--- src/rtl/spi_slave_if_if.sv ---
`default_nettype none
// =============================================================================
// spi_slave_if_if : signal bundle between an SPI responder and its host logic.
// Optional MISO_OE member under SPI_SLAVE_MISO_OE_EN.          Revision 1.0
// =============================================================================
interface spi_slave_if_if #(
    parameter int WordLen = 8
);
    logic               SCLK;
    logic               CSn;
    logic               MOSI;
    logic               MISO;
    logic               CPOL;
    logic               CPHA;
    logic               BitOrder;
    logic [WordLen-1:0] TxData;
    logic               TxLoad;
    logic               TxReady;
    logic [WordLen-1:0] RxData;
    logic               RxValid;
    logic               TxUnderrun;
    logic               Busy;
`ifdef SPI_SLAVE_MISO_OE_EN
    logic               MISO_OE;
`endif

    modport slave (
`ifdef SPI_SLAVE_MISO_OE_EN
        output MISO_OE,
`endif
        input  SCLK, CSn, MOSI, CPOL, CPHA, BitOrder, TxData, TxLoad,
        output MISO, TxReady, RxData, RxValid, TxUnderrun, Busy
    );

    modport master (
`ifdef SPI_SLAVE_MISO_OE_EN
        input  MISO_OE,
`endif
        output SCLK, CSn, MOSI, CPOL, CPHA, BitOrder, TxData, TxLoad,
        input  MISO, TxReady, RxData, RxValid, TxUnderrun, Busy
    );
endinterface
`default_nettype wire

--- src/rtl/spi_slave_if.sv ---
`default_nettype none
// =============================================================================
// spi_slave_if : oversampling SPI responder with a single-entry TX buffer.
// Optional MISO_OE output under macro SPI_SLAVE_MISO_OE_EN.    Revision 1.0
// =============================================================================
module spi_slave_if #(
    parameter int WordLen    = 8,
    parameter int SyncStages = 2
) (
    input  logic          clk,
    input  logic          rst_n,
    spi_slave_if_if.slave bus
);
    localparam int               CNT_W    = $clog2(WordLen);
    localparam logic [CNT_W-1:0] LAST_BIT = CNT_W'(WordLen - 1);

    typedef enum logic [0:0] {
        IDLE   = 1'b0,
        ACTIVE = 1'b1
    } state_t;

    logic [SyncStages-1:0] sclk_sync_q;
    logic [SyncStages-1:0] csn_sync_q;
    logic [SyncStages-1:0] mosi_sync_q;
    logic                  sclk_d1_q;
    logic                  csn_d1_q;

    state_t                state_q;
    logic                  cpol_q;
    logic                  cpha_q;
    logic                  lsb_q;
    logic [CNT_W-1:0]      cnt_q;
    logic                  word_done_q;
    logic [WordLen-1:0]    rx_q;
    logic [WordLen-1:0]    tx_q;
    logic [WordLen-1:0]    buf_q;
    logic                  buf_valid_q;
    logic [WordLen-1:0]    rx_data_q;
    logic                  rx_valid_q;
    logic                  underrun_q;
    logic                  miso_q;
    logic                  busy_q;

    // Synchronizers carry no reset so that a reset never fabricates a CSn edge.
    always_ff @(posedge clk) begin
        sclk_sync_q <= {sclk_sync_q[SyncStages-2:0], bus.SCLK};
        csn_sync_q  <= {csn_sync_q[SyncStages-2:0], bus.CSn};
        mosi_sync_q <= {mosi_sync_q[SyncStages-2:0], bus.MOSI};
        sclk_d1_q   <= sclk_sync_q[SyncStages-1];
        csn_d1_q    <= csn_sync_q[SyncStages-1];
    end

    logic               w_sclk_s;
    logic               w_csn_s;
    logic               w_mosi_s;
    logic               w_sclk_rise;
    logic               w_sclk_fall;
    logic               w_cs_fall;
    logic               w_cs_rise;
    logic               w_lead;
    logic               w_trail;
    logic               w_in_word;
    logic               w_sample;
    logic               w_shift;
    logic               w_load;
    logic               w_order;
    logic               w_active_d;
    logic [WordLen-1:0] w_tx_d;
    logic [WordLen-1:0] w_rx_d;

    always_comb begin
        w_sclk_s    = sclk_sync_q[SyncStages-1];
        w_csn_s     = csn_sync_q[SyncStages-1];
        w_mosi_s    = mosi_sync_q[SyncStages-1];
        w_sclk_rise = w_sclk_s & ~sclk_d1_q;
        w_sclk_fall = ~w_sclk_s & sclk_d1_q;
        w_cs_fall   = csn_d1_q & ~w_csn_s;
        w_cs_rise   = ~csn_d1_q & w_csn_s;

        w_lead      = cpol_q ? w_sclk_fall : w_sclk_rise;
        w_trail     = cpol_q ? w_sclk_rise : w_sclk_fall;
        w_in_word   = (state_q == ACTIVE) && !w_cs_rise;
        w_sample    = w_in_word && (cpha_q ? w_trail : w_lead);
        w_shift     = w_in_word && (cpha_q ? w_lead : w_trail);
        w_active_d  = (state_q == IDLE) ? w_cs_fall : !w_cs_rise;

        // CPHA=0 presents the first bit before any clock, so CSn fall is a load point.
        w_load = ((state_q == IDLE) && w_cs_fall && !bus.CPHA) ||
                 (w_shift && (cpha_q ? (cnt_q == '0) : word_done_q));

        w_order = (state_q == IDLE) ? bus.BitOrder : lsb_q;

        w_tx_d = tx_q;
        if (w_load) begin
            w_tx_d = buf_valid_q ? buf_q : '0;
        end else if (w_shift) begin
            w_tx_d = lsb_q ? {1'b0, tx_q[WordLen-1:1]} : {tx_q[WordLen-2:0], 1'b0};
        end else if ((state_q == ACTIVE) && w_cs_rise) begin
            w_tx_d = '0;
        end

        w_rx_d = lsb_q ? {w_mosi_s, rx_q[WordLen-1:1]} : {rx_q[WordLen-2:0], w_mosi_s};
    end

    always_ff @(posedge clk) begin
        if (!rst_n) begin
            state_q     <= IDLE;
            cpol_q      <= 1'b0;
            cpha_q      <= 1'b0;
            lsb_q       <= 1'b0;
            cnt_q       <= '0;
            word_done_q <= 1'b0;
            rx_q        <= '0;
            tx_q        <= '0;
            buf_q       <= '0;
            buf_valid_q <= 1'b0;
            rx_data_q   <= '0;
            rx_valid_q  <= 1'b0;
            underrun_q  <= 1'b0;
            miso_q      <= 1'b0;
            busy_q      <= 1'b0;
        end else begin
            rx_valid_q <= 1'b0;
            underrun_q <= w_load && !buf_valid_q;
            tx_q       <= w_tx_d;
            miso_q     <= w_active_d && (w_order ? w_tx_d[0] : w_tx_d[WordLen-1]);
            busy_q     <= w_active_d;

            // A load point drains the buffer first; a same-cycle TxLoad then refills it.
            if (w_load) begin
                buf_valid_q <= 1'b0;
            end
            if (bus.TxLoad && !buf_valid_q) begin
                buf_valid_q <= 1'b1;
                buf_q       <= bus.TxData;
            end

            case (state_q)
                IDLE: begin
                    if (w_cs_fall) begin
                        cpol_q      <= bus.CPOL;
                        cpha_q      <= bus.CPHA;
                        lsb_q       <= bus.BitOrder;
                        cnt_q       <= '0;
                        word_done_q <= 1'b0;
                        state_q     <= ACTIVE;
                    end
                end
                ACTIVE: begin
                    if (w_cs_rise) begin
                        cnt_q       <= '0;
                        word_done_q <= 1'b0;
                        state_q     <= IDLE;
                    end else begin
                        if (w_shift) begin
                            word_done_q <= 1'b0;
                        end
                        if (w_sample) begin
                            rx_q <= w_rx_d;
                            if (cnt_q == LAST_BIT) begin
                                cnt_q       <= '0;
                                rx_data_q   <= w_rx_d;
                                rx_valid_q  <= 1'b1;
                                word_done_q <= 1'b1;
                            end else begin
                                cnt_q <= cnt_q + 1'b1;
                            end
                        end
                    end
                end
                default: state_q <= IDLE;
            endcase
        end
    end

    assign bus.MISO       = miso_q;
    assign bus.TxReady    = ~buf_valid_q;
    assign bus.RxData     = rx_data_q;
    assign bus.RxValid    = rx_valid_q;
    assign bus.TxUnderrun = underrun_q;
    assign bus.Busy       = busy_q;
`ifdef SPI_SLAVE_MISO_OE_EN
    assign bus.MISO_OE    = busy_q;
`endif

endmodule
`default_nettype wire

--- src/flat_wrapper.sv ---
// flat-port wrapper written by rule: the top's interface ports become plain ports
module spi_slave_if_flat 
#(
    parameter int WordLen    = 8,
    parameter int SyncStages = 2
)
  (clk, rst_n, bus_SCLK, bus_CSn, bus_MOSI, bus_CPOL, bus_CPHA, bus_BitOrder, bus_TxData, bus_TxLoad, bus_MISO, bus_TxReady, bus_RxData, bus_RxValid, bus_TxUnderrun, bus_Busy);
  spi_slave_if_if #(.WordLen(WordLen)) bus_i ();
  input  logic clk;
  input  logic rst_n;
  input wire logic [$bits(bus_i.SCLK)-1:0] bus_SCLK;
  input wire logic [$bits(bus_i.CSn)-1:0] bus_CSn;
  input wire logic [$bits(bus_i.MOSI)-1:0] bus_MOSI;
  input wire logic [$bits(bus_i.CPOL)-1:0] bus_CPOL;
  input wire logic [$bits(bus_i.CPHA)-1:0] bus_CPHA;
  input wire logic [$bits(bus_i.BitOrder)-1:0] bus_BitOrder;
  input wire logic [$bits(bus_i.TxData)-1:0] bus_TxData;
  input wire logic [$bits(bus_i.TxLoad)-1:0] bus_TxLoad;
  output wire logic [$bits(bus_i.MISO)-1:0] bus_MISO;
  output wire logic [$bits(bus_i.TxReady)-1:0] bus_TxReady;
  output wire logic [$bits(bus_i.RxData)-1:0] bus_RxData;
  output wire logic [$bits(bus_i.RxValid)-1:0] bus_RxValid;
  output wire logic [$bits(bus_i.TxUnderrun)-1:0] bus_TxUnderrun;
  output wire logic [$bits(bus_i.Busy)-1:0] bus_Busy;
  assign bus_i.SCLK = bus_SCLK;
  assign bus_i.CSn = bus_CSn;
  assign bus_i.MOSI = bus_MOSI;
  assign bus_i.CPOL = bus_CPOL;
  assign bus_i.CPHA = bus_CPHA;
  assign bus_i.BitOrder = bus_BitOrder;
  assign bus_i.TxData = bus_TxData;
  assign bus_i.TxLoad = bus_TxLoad;
  assign bus_MISO = bus_i.MISO;
  assign bus_TxReady = bus_i.TxReady;
  assign bus_RxData = bus_i.RxData;
  assign bus_RxValid = bus_i.RxValid;
  assign bus_TxUnderrun = bus_i.TxUnderrun;
  assign bus_Busy = bus_i.Busy;
  spi_slave_if #(.WordLen(WordLen), .SyncStages(SyncStages)) u_core (.clk(clk), .rst_n(rst_n), .bus(bus_i));
endmodule
--- config.mk ---
export PLATFORM = sky130hd
export DESIGN_NAME = spi_slave_if_flat
export DESIGN_NICKNAME = d
export VERILOG_FILES = /design/src/rtl/spi_slave_if_if.sv /design/src/rtl/spi_slave_if.sv /design/src/flat_wrapper.sv
export SDC_FILE = /design/constraint.sdc
export NUM_CORES = 1
export LEC_CHECK = 0
export CORE_UTILIZATION = 30
export DETAILED_ROUTE_END_ITERATION = 12
export SETUP_SLACK_MARGIN = 0.02
export SYNTH_ARGS = -nofsm -noshare
export SYNTH_HDL_FRONTEND = slang
export SYNTH_SLANG_ARGS = --single-unit
--- constraint.sdc ---
create_clock -name clk -period 4.34 [get_ports clk]
set_clock_uncertainty 0.15 [all_clocks]
set_input_delay 0.868 -clock clk [delete_from_list [all_inputs] [get_ports clk]]
set_output_delay 0.868 -clock clk [all_outputs]
set_load 0.01 [all_outputs]
# == After elaboration in Yosys (flattened, before gate mapping) ==
# Index checks and enable logic that the tools add are counted.
# op_classes
add_sub_neg,1
eq_ne,3
mux,31
bitwise_logic,13
reduce_logical,22
# ops
operator,n
2-to-1 mux 8 bit,6
2-to-1 mux 1 bit,18
2-to-1 mux 3 bit,4
logical AND 1 bit,10
inverter 1 bit,9
one-hot mux 3 bit (2 select lines),1
bitwise AND 1 bit,4
one-hot mux 1 bit (2 select lines),2
AND reduction 2 bit,2
AND reduction 4 bit,1
OR reduction 4 bit,1
"adder 3 x 1 -> 3 bit, second input constant",1
"equality test 3 bit, second input constant",1
logical NOT 1 bit,3
logical NOT 3 bit,1
"!= test 3 bit, second input constant",1
AND reduction 3 bit,1
nonzero test 3 bit,1
"!= test 2 x 1 -> 1 bit, second input constant",1
nonzero test 2 bit,1
logical OR 1 bit,1
# totals
register_bits,53

# == Depth between registers and ports, before layout ==
# Gate-level depths: netlist of run 1.
# logic_depth
depth_word,10
ltp_mapped,8
mapped_depth_nobuf,8

# == Least setup slack after synthesis of run 1 ==
# OpenSTA, ideal clock, no wires.
# synth_timing
kind,input to register
start,input port bus_CPHA
end,register u_core.miso_q (netlist: u_core.bus.MISO)
t_arrival_ns,1.624
t_required_ns,4.061
setup_slack_ns,2.437
path_stages,5
path_cell_list,nand2b_1 -> o31a_4 -> nor2_8 -> a221oi_4 -> a211oi_2
# synth_via
elab_chain_cells,6
# synth_rtl
element,line,source
from (decl),flat_wrapper.sv:15,input wire logic [$bits(bus_i.CPHA)-1:0] bus_CPHA;
logical NOT 1 bit,spi_slave_if.sv:88,w_load = ((state_q == IDLE) && w_cs_fall && !bus.CPHA) ||
logical AND 1 bit,spi_slave_if.sv:88,
logical OR 1 bit,spi_slave_if.sv:88,
2-to-1 mux 8 bit,spi_slave_if.sv:94,if (w_load) begin
2-to-1 mux 1 bit,spi_slave_if.sv:126,miso_q <= w_active_d && (w_order ? w_tx_d[0] : w_tx_d[WordLen-1]);
logical AND 1 bit,spi_slave_if.sv:126,
to (signal assigned),spi_slave_if.sv:126,
to (decl),spi_slave_if.sv:41,logic miso_q;
# No other way between the ends.
# A chain may end at the register's enable or synchronous reset.

# == Worst setup path after layout of run 1 ==
# layout_timing
start,register u_core.buf_valid_q
end,output port bus_TxReady
# layout_via
elab_chain_cells,1
# layout_rtl
element,line,source
from (decl),spi_slave_if.sv:37,logic buf_valid_q;
from (signal assigned),spi_slave_if.sv:116,buf_valid_q <= 1'b0;
from (signal assigned),spi_slave_if.sv:131,buf_valid_q <= 1'b0;
from (signal assigned),spi_slave_if.sv:134,buf_valid_q <= 1'b1;
inverter 1 bit,spi_slave_if.sv:177,assign bus.TxReady = ~buf_valid_q;
to (decl),flat_wrapper.sv:20,output wire logic [$bits(bus_i.TxReady)-1:0] bus_TxReady;
# No other way between the ends.

==> results.sh, run 1 <==
export IMPL_fin_crit_sh_pct=56.1
export IMPL_start_util_pct=31.8
export IMPL_clockBufferDepth=2
export IMPL_required_ns=3.32
export IMPL_startpoint="u_core.buf_valid_q"
export IMPL_ios=30
export IMPL_syn_to_final_growth_pct=20.5
export IMPL_combPwrFrac_pct=9.6
export IMPL_synth_cells=218
export IMPL_peakVddDrop_v=0.000190
export IMPL_syn_area_um2=2210
export IMPL_dp_final_hpwl_um=3030
export IMPL_rows=30
export IMPL_gp_congestion=0.722
export IMPL_clock_sinks=52
export IMPL_dieWidth_um=87.8
export IMPL_syn_nets=238
export IMPL_switchingPower_w=0.000205
export IMPL_instances_no_fill=340
export IMPL_yosysSeqAreaShare_pct=47.2
export IMPL_post_cts_buffers=0
export IMPL_yosysWarnings=0
export IMPL_clock_root_buffer="clkbuf_8"
export IMPL_wire_per_inst_um=12.6
export IMPL_dieArea_um2=7700
export IMPL_p_int_w=0.000670
export IMPL_layout_drive_gt1_share_pct=8.61
export IMPL_power_per_cell_area_nw_per_um2=329
export IMPL_groute_usage_overall_pct=12.1
export IMPL_slowest_delay_ns=0.58
export IMPL_clkTransAtPathRegs_ns=0.09
export IMPL_drv_slew=0
export IMPL_grt_max_degree=23
export IMPL_pre_cts_slack_ns=1.74
export IMPL_total_power_w=0.000874
export IMPL_vias=1588
export IMPL_status="complete, no violations"
export IMPL_tightestPinTransition_ns=0.841
export IMPL_critPathLaunchType="flop"
export IMPL_postCtsResizedCells=0
export IMPL_period_minus_slack_ns=2.43
export IMPL_ys_types=34
export IMPL_antenna_found_initial=0
export IMPL_r2r_start="u_core.cpha_q"
export IMPL_cts_hold_buf=0
export IMPL_fin_setup_tns_ns=0
export IMPL_hp_start="u_core.csn_sync_q[0]"
export IMPL_drv_cap=0
export IMPL_layout_nets=263
export IMPL_drc=0
export IMPL_holdWs_ns=0.184
export IMPL_fmax_mhz=411
export IMPL_slowest_stage="clkdlybuf4s50_1"
export IMPL_path_cells="inv_1, clkdlybuf4s50_1"
export IMPL_die_h_um=87.8
export IMPL_cts_buffers=5
export IMPL_tritoncts="done"
export IMPL_via_per_inst=4.67
export IMPL_grt_first_pass_wirelength_um=7170
export IMPL_wirelength_um=4280
export IMPL_finalSetupViolations=0
export IMPL_synth_avg_cell_area_um2=10.1
export IMPL_grt_pass1_vias=1512
export IMPL_path_class="reg -> out"
export IMPL_hold_viol=0
export IMPL_drt_pass1_iterations=4
export IMPL_htree_num_levels=2
export IMPL_rsz0062_at_grt="false"
export IMPL_dp_cells=332
export IMPL_total_leakage_power_nw=1.19
export IMPL_clk_latency_ns=0.29
export IMPL_switching_share_pct=23.4
export IMPL_clkPwrFrac_pct=31.9
export IMPL_fp_coreArea_um2=6940
export IMPL_seq_power_share_pct=58.5
export IMPL_gr_total_overflow=0
export IMPL_cp_max_fo=5
export IMPL_critPathArrivalTime_ns=1.42
export IMPL_fill_cells=696
export IMPL_relSlewSlack_pct=43.8
export IMPL_layout_setup_ws_ns=1.91
export IMPL_hold_class="reg -> reg"
export IMPL_synth_seq_cells=52
export IMPL_ant_nets=0
export IMPL_antenna_cells=0
export IMPL_crit_path_end_kind="output pin"
export IMPL_drt_iter0_drc=59
export IMPL_port_buffers=29
placed cells by master, fill, tap and decap left out, types with 3 or more instances in the layout:
master,count
a21oi_1,8
nor2b_1,13
inv_1,4
a21boi_0,9
mux2_2,6
ha_1,3
o211a_1,16
nor2_1,3
clkbuf_8,6
mux2i_1,15
o21ai_0,7
dfxtp_1,52
clkdlybuf4s50_1,29
a22oi_1,8
and3_1,3
and2_1,3
nand2_1,38
Yosys cell counts:
master    instances  area (µm²)
a211oi_2          1        12.5
nor2_8            1        20.0
mux2_1            1        11.3
clkbuf_1          6        22.5
nand2_1          38         143
mux2_2            6        67.6
a21bo_2           1        10.0
a21boi_0          9        67.6
buf_2             6        30.0
nor2_1            3        11.3
a211oi_1          1        7.51
and3b_1           1        8.76
nand2b_1          2        12.5
mux2i_1          15         150
nor2b_1          13        81.3
o21ai_0           7        35.0
ha_1              3        37.5
inv_1             4        15.0
o211a_1          16         160
dfxtp_1          52        1040
o21a_1            1        7.51
nor3b_1           1        7.51
a21oi_1           8        40.0
a32o_1            1        10.0
xnor2_2           1        16.3
a21o_1            1        7.51
o31a_4            1        17.5
buf_6             1        11.3
a221oi_4          1        26.3
a22oi_1           8        60.1
and3_1            3        18.8
and2_1            3        18.8
nor3b_2           1        12.5
or4_1             1        7.51
worst max-delay path: cells and delay by family (launching register included):
family                 cells  cell delay [ns]
buffers and inverters      2             0.77
DFF                        1             0.35
path summary, 6_finish.rpt:
check	end	slack, ns	cells past startpoint
setup / recovery	bus_TxReady	1.91	2
hold / removal	u_core.csn_sync_q[1]	0.18	0
setup reg to reg	u_core.tx_q[1]	2.34	6
hold reg to reg	u_core.csn_sync_q[1]	0.18	0
cell families (layout without fill, tap and decap cells):
| kind of cell | Yosys count | after routing | synth area share [%] |
|---|---|---|---|
| AO/OA/AOI/OAI | 56 | 56 | 20.9 |
| AND/OR/NAND/NOR | 67 | 67 | 15.5 |
| buffers and inverters | 17 | 43 | 3.57 |
| flip-flops | 52 | 52 | 47.2 |
| multiplexers | 22 | 22 | 10.4 |
| adder cells (fa/ha/maj) | 3 | 3 | 1.70 |
| XOR/XNOR | 1 | 1 | 0.738 |
layer usage:
| layer | track usage (%) | part of all wire (%) |
|---|---|---|
| met3 | 4.15 | 4.1 |
| met5 | 0 | 0 |
| met4 | 3.58 | 0.77 |
| met1 | 15.7 | 50 |
| met2 | 19.0 | 45 |
power groups by stage:
stage	sequential [W]	combinational (W)	clock (W)
4_1_cts	0.000512	0.0000845	0.000288
2_1_floorplan	0.000516	0.0000581	0
3_3_place_gp	0.000523	0.0000838	0
3_5_place_dp	0.000523	0.0000841	0
6_report	0.000512	0.0000837	0.000279
5_1_grt	0.000515	0.0000935	0.000308
area by class of cell:
class	count	area, µm²	share of cell area, %
multi-input combinational	149	1090	40.9
sequential	52	1040	39.2
timing repair buffer	31	305	11.5
tap	96	120	4.52
clock buffer	8	90.1	3.39
inverter	4	15.0	0.565
flip-flops by register name, summed over array words and instances (netlist names):
| name | flops |
|---|---|
| u_core.buf_q | 8 |
| u_core.buf_valid_q | 1 |
| u_core.bus.MISO | 1 |
| u_core.bus.RxData | 8 |
| u_core.bus.RxValid | 1 |
| u_core.bus.TxUnderrun | 1 |
| u_core.cnt_q | 3 |
| u_core.cpha_q | 1 |
| u_core.cpol_q | 1 |
| u_core.csn_d1_q | 1 |
| u_core.csn_sync_q | 2 |
| u_core.lsb_q | 1 |
| u_core.mosi_sync_q | 2 |
| u_core.rx_q | 8 |
| u_core.sclk_d1_q | 1 |
| u_core.sclk_sync_q | 2 |
| u_core.state_q | 1 |
| u_core.tx_q | 8 |
| u_core.word_done_q | 1 |
metrics by stage:
| step | utilization, % | cell area [µm²] |
|---|---|---|
| after detailed placement | 37.0 | 2570 |
| after global placement | 37.0 | 2570 |
| after floorplan | - | 2210 |
| final | 38.3 | 2660 |
| after global routing | 38.3 | 2660 |
| after CTS | 38.3 | 2660 |
Power figures use the tool's default switching activity.
==> run 2: changes to the inputs <==
==> constraint.sdc (replaced) <==
create_clock -name clk -period 2.4 [get_ports clk]
set_clock_uncertainty 0.15 [all_clocks]
set_input_delay 0.48 -clock clk [delete_from_list [all_inputs] [get_ports clk]]
set_output_delay 0.48 -clock clk [all_outputs]
set_load 0.01 [all_outputs]
==> run 2 against run 1 <==
Effect of this change: core utilization grew 0.43 points; register-to-register slack lost 1.9 ns; sequential share of layout area shrank 0.44 points; final cell count grew 1.2%; routed wire length grew 2.0%; sequential cell count is the same; critical path type unchanged; largest power group unchanged.
==> results.sh, run 2 (synthesis gave the netlist of run 1 again) <==
export IMPL_dieWidth_um=87.8
export IMPL_antenna_cells=0
export IMPL_status="complete, no violations"
export IMPL_pre_cts_slack_ns=0.297
export IMPL_fill_cells=688
export IMPL_layout_commonest_cell="dfxtp_1"
export IMPL_start_util_pct=31.8
export IMPL_fin_crit_sh_pct=85.8
export IMPL_layout_nets=267
export IMPL_cts_buffers=5
export IMPL_finalSetupViolations=0
export IMPL_fin_setup_tns_ns=0
export IMPL_grt_first_pass_wirelength_um=7570
export IMPL_power_per_cell_area_nw_per_um2=591
export IMPL_final_cell_mix="dfxtp_1 (52), nand2_1 (38), clkdlybuf4s50_1 (29)"
export IMPL_fmax_mhz=485
export IMPL_clockBufferDepth=2
export IMPL_total_leakage_power_nw=1.21
export IMPL_drt_iter0_drc=56
export IMPL_dp_final_hpwl_um=3150
export IMPL_cts_hold_buf=0
export IMPL_crit_path_end_kind="output pin"
export IMPL_syn_to_final_growth_pct=21.8
export IMPL_grt_max_degree=27
export IMPL_via_per_inst=4.70
export IMPL_instances_no_fill=344
export IMPL_clk_latency_ns=0.30
export IMPL_drt_pass1_iterations=4
export IMPL_drc=0
export IMPL_period_minus_slack_ns=2.06
export IMPL_wire_per_inst_um=12.7
export IMPL_grt_pass1_vias=1626
export IMPL_critPathArrivalTime_ns=1.43
export IMPL_clock_root_buffer="clkbuf_8"
export IMPL_critPathLaunchType="flop"
export IMPL_hold_class="reg -> reg"
export IMPL_tritoncts="done"
export IMPL_wirelength_um=4360
export IMPL_drv_slew=0
export IMPL_htree_num_levels=2
export IMPL_rows=30
export IMPL_gr_total_overflow=0
export IMPL_postCtsResizedCells=0
export IMPL_drv_cap=0
export IMPL_die_h_um=87.8
export IMPL_post_cts_buffers=0
export IMPL_cp_max_fo=5
export IMPL_hold_viol=0
export IMPL_ant_nets=0
export IMPL_relSlewSlack_pct=62.2
export IMPL_layout_setup_ws_ns=0.340
export IMPL_holdWs_ns=0.182
export IMPL_tightestPinTransition_ns=0.567
export IMPL_rsz0062_at_grt="false"
export IMPL_peakVddDrop_v=0.000315
export IMPL_path_class="reg -> out"
export IMPL_fp_coreArea_um2=6940
export IMPL_dp_cells=336
export IMPL_gp_congestion=0.747
export IMPL_dieArea_um2=7700
export IMPL_antenna_found_initial=0
export IMPL_clkTransAtPathRegs_ns=0.09
export IMPL_port_buffers=29
export IMPL_layout_drive_gt1_share_pct=10.1
export IMPL_vias=1618
export IMPL_ios=30
export IMPL_clock_sinks=52
export IMPL_required_ns=1.77
export IMPL_groute_usage_overall_pct=12.6
==> run 2: changes by cell type in the layout (fill, tap and decap cells not counted) <==
cell	before	now
buf_4	2	6
==> run 2: metrics by stage <==
| stage | util, % | instance area, µm² | total power [W] |
|---|---|---|---|
| floorplan | - | 2210 | 0.00104 |
| global placement | 37.4 | 2600 | 0.00110 |
| detailed placement | 37.4 | 2600 | 0.00110 |
| CTS | 38.7 | 2690 | 0.00162 |
| global route | 38.7 | 2690 | 0.00167 |
| finish | 38.7 | 2690 | 0.00159 |
==> run 2: final timing paths <==
| path | from | endpoint | slack, ns | cells past startpoint |
|---|---|---|---|---|
| min | u_core.mosi_sync_q[0] | u_core.mosi_sync_q[1] | 0.18 | 0 |
| max reg2reg | u_core.cpha_q | u_core.tx_q[2] | 0.44 | 6 |
| max | u_core.buf_valid_q | bus_TxReady | 0.34 | 2 |
| min reg2reg | u_core.mosi_sync_q[0] | u_core.mosi_sync_q[1] | 0.18 | 0 |
==> run 2: layer usage <==
layer	routed length (µm)	vias to the layer above	share of wire (%)	global-route usage (%)
li1	-	819	-	-
met1	2040	767	47	15.8
met5	0	-	0	0
met2	2080	27	48	21.1
met3	181	5	4.2	3.02
met4	55	0	1.3	4.47
==> run 2: layout make-up <==
type                            count  area (µm²)  share of cell area (%)
Sequential cell                    52        1040                    38.7
Inverter                            4        15.0                   0.559
Multi-Input combinational cell    149        1090                    40.4
Timing Repair Buffer               35         335                    12.5
Clock buffer                        8        90.1                    3.35
Tap cell                           96         120                    4.47
==> run 2: worst max-delay path, stage by stage (launching register included) <==
cell and delay (ns):
dfxtp_1 0.35, inv_1 0.19, clkdlybuf4s50_1 0.59
==> run 2: report_power, final <==
part	switching [W]	total, W	internal [W]
Clock	0.000268	0.000504	0.000236
Sequential	0.0000251	0.000921	0.000896
Combinational	0.0000780	0.000162	0.0000836
==> run 3: changes to the inputs <==
--- a/config.mk
+++ b/config.mk
@@ -5,6 +5,8 @@
 export SDC_FILE = /design/constraint.sdc
 export NUM_CORES = 1
 export LEC_CHECK = 0
+export CAP_MARGIN = 20
+export CORE_MARGIN = 2
 export CORE_UTILIZATION = 30
 export DETAILED_ROUTE_END_ITERATION = 12
 export SETUP_SLACK_MARGIN = 0.02
==> run 3 against run 2 <==
Effect of this change: maximum frequency decreased by 1.0%; die area increased by 4.6%; routed wire length decreased by 0.55%.
==> results.sh, run 3 (synthesis gave the netlist of run 1 again) <==
export IMPL_hold_class="reg -> reg"
export IMPL_drt_iter0_drc=64
export IMPL_dieArea_um2=8060
export IMPL_grt_max_degree=20
export IMPL_path_class="reg -> out"
export IMPL_startpoint="u_core.buf_valid_q"
export IMPL_drc=0
export IMPL_path_cells="inv_1, clkdlybuf4s50_1"
export IMPL_tritoncts="done"
export IMPL_hold_viol=0
export IMPL_seqCellArea_um2=1040
export IMPL_ios=30
export IMPL_htree_num_levels=2
export IMPL_holdWs_ns=0.183
export IMPL_cts_hold_buf=0
export IMPL_drv_slew=0
export IMPL_die_h_um=89.8
export IMPL_gr_total_overflow=0
export IMPL_layout_nets=268
export IMPL_layout_commonest_cell="dfxtp_1"
export IMPL_clockBufferDepth=2
export IMPL_final_cell_mix="dfxtp_1 (52), nand2_1 (38), clkdlybuf4s50_1 (29)"
export IMPL_start_util_pct=30.7
export IMPL_reg2reg_depth=6
export IMPL_cp_max_fo=5
export IMPL_dp_final_hpwl_um=3150
export IMPL_drt_pass1_iterations=4
export IMPL_ant_nets=0
export IMPL_hold_depth=0
export IMPL_critPathLaunchType="flop"
export IMPL_fmax_mhz=480
export IMPL_relSlewSlack_pct=49.0
export IMPL_cts_buffers=5
export IMPL_fin_crit_sh_pct=86.7
export IMPL_fin_area_um2=2700
export IMPL_critPathArrivalTime_ns=1.45
export IMPL_fill_cells=716
export IMPL_clkTransAtPathRegs_ns=0.09
export IMPL_antenna_cells=0
export IMPL_gp_congestion=0.739
export IMPL_postCtsResizedCells=0
export IMPL_clock_root_buffer="clkbuf_8"
export IMPL_post_cts_buffers=0
export IMPL_slowest_delay_ns=0.58
export IMPL_wire_per_inst_um=12.5
export IMPL_rows=31
export IMPL_slowest_stage="clkdlybuf4s50_1"
export IMPL_crit_path_end_kind="output pin"
export IMPL_finalSetupViolations=0
export IMPL_port_buffers=29
export IMPL_hp_start="u_core.mosi_sync_q[0]"
export IMPL_power_per_cell_area_nw_per_um2=591
export IMPL_wirelength_um=4340
export IMPL_dieWidth_um=89.8
export IMPL_clock_sinks=52
export IMPL_period_minus_slack_ns=2.08
export IMPL_pre_cts_slack_ns=0.289
export IMPL_drv_cap=0
export IMPL_via_per_inst=4.55
export IMPL_required_ns=1.77
export IMPL_grt_first_pass_wirelength_um=7420
export IMPL_syn_to_final_growth_pct=22.5
export IMPL_vias=1584
export IMPL_multi_input_area_um2=1090
export IMPL_tightestPinTransition_ns=0.763
export IMPL_groute_usage_overall_pct=11.3
export IMPL_dp_cells=340
export IMPL_r2r_start="u_core.cpha_q"
export IMPL_total_leakage_power_nw=1.22
export IMPL_fp_coreArea_um2=7180
export IMPL_layout_setup_ws_ns=0.319
export IMPL_grt_pass1_vias=1550
export IMPL_status="complete, no violations"
export IMPL_worst_r2r_setup_slack_ns=0.40
export IMPL_fin_setup_tns_ns=0
export IMPL_rsz0062_at_grt="false"
export IMPL_instances_no_fill=348
export IMPL_clk_latency_ns=0.31
export IMPL_antenna_found_initial=0
export IMPL_layout_drive_gt1_share_pct=11.2
export IMPL_placed_cell_area_um2=2610
export IMPL_peakVddDrop_v=0.000370
## run 3: cell count changes in the layout (fill, tap and decap cells not counted)
cell	change
clkbuf_1	-2
clkinv_2	+2
buf_4	+1
## run 3: cell type report
cell class,instances,share of cell area [%]
clock inverter,2,0.371
inverter,4,0.556
sequential,52,38.5
tap,99,4.59
clock buffer,6,3.06
timing repair buffer,36,12.7
multi-input combinational,149,40.2
## run 3: per-stage QoR
| stage | utilization, % | power [W] |
|---|---|---|
| 6_report | 37.6 | 0.00160 |
| 2_1_floorplan | - | 0.00104 |
| 5_1_grt | 37.6 | 0.00168 |
| 3_5_place_dp | 36.4 | 0.00110 |
| 3_3_place_gp | 36.4 | 0.00110 |
| 4_1_cts | 37.6 | 0.00162 |
## run 3: worst paths after layout
path	to
setup reg to reg	u_core.tx_q[1]
hold reg to reg	u_core.mosi_sync_q[1]
setup / recovery	bus_TxReady
hold / removal	u_core.mosi_sync_q[1]
## run 3: worst max-delay path: cells and delay by family, from the launching register on
kind     cells  cell delay [ns]
buf+inv      2             0.79
flops        1             0.36
## run 3: power by group
| group | switching (W) | leakage, nW | internal (W) |
|---|---|---|---|
| registers | 0.0000294 | 0.425 | 0.000896 |
| logic | 0.0000730 | 0.743 | 0.0000845 |
| clock network | 0.000282 | 0.0510 | 0.000231 |
## run 3: metal layers
| layer | wire [µm] | global-route usage (%) |
|---|---|---|
| met1 | 2120 | 14.7 |
| met2 | 1930 | 17.4 |
| met3 | 227 | 3.86 |
| met4 | 54 | 4.36 |
| met5 | 0 | 0 |
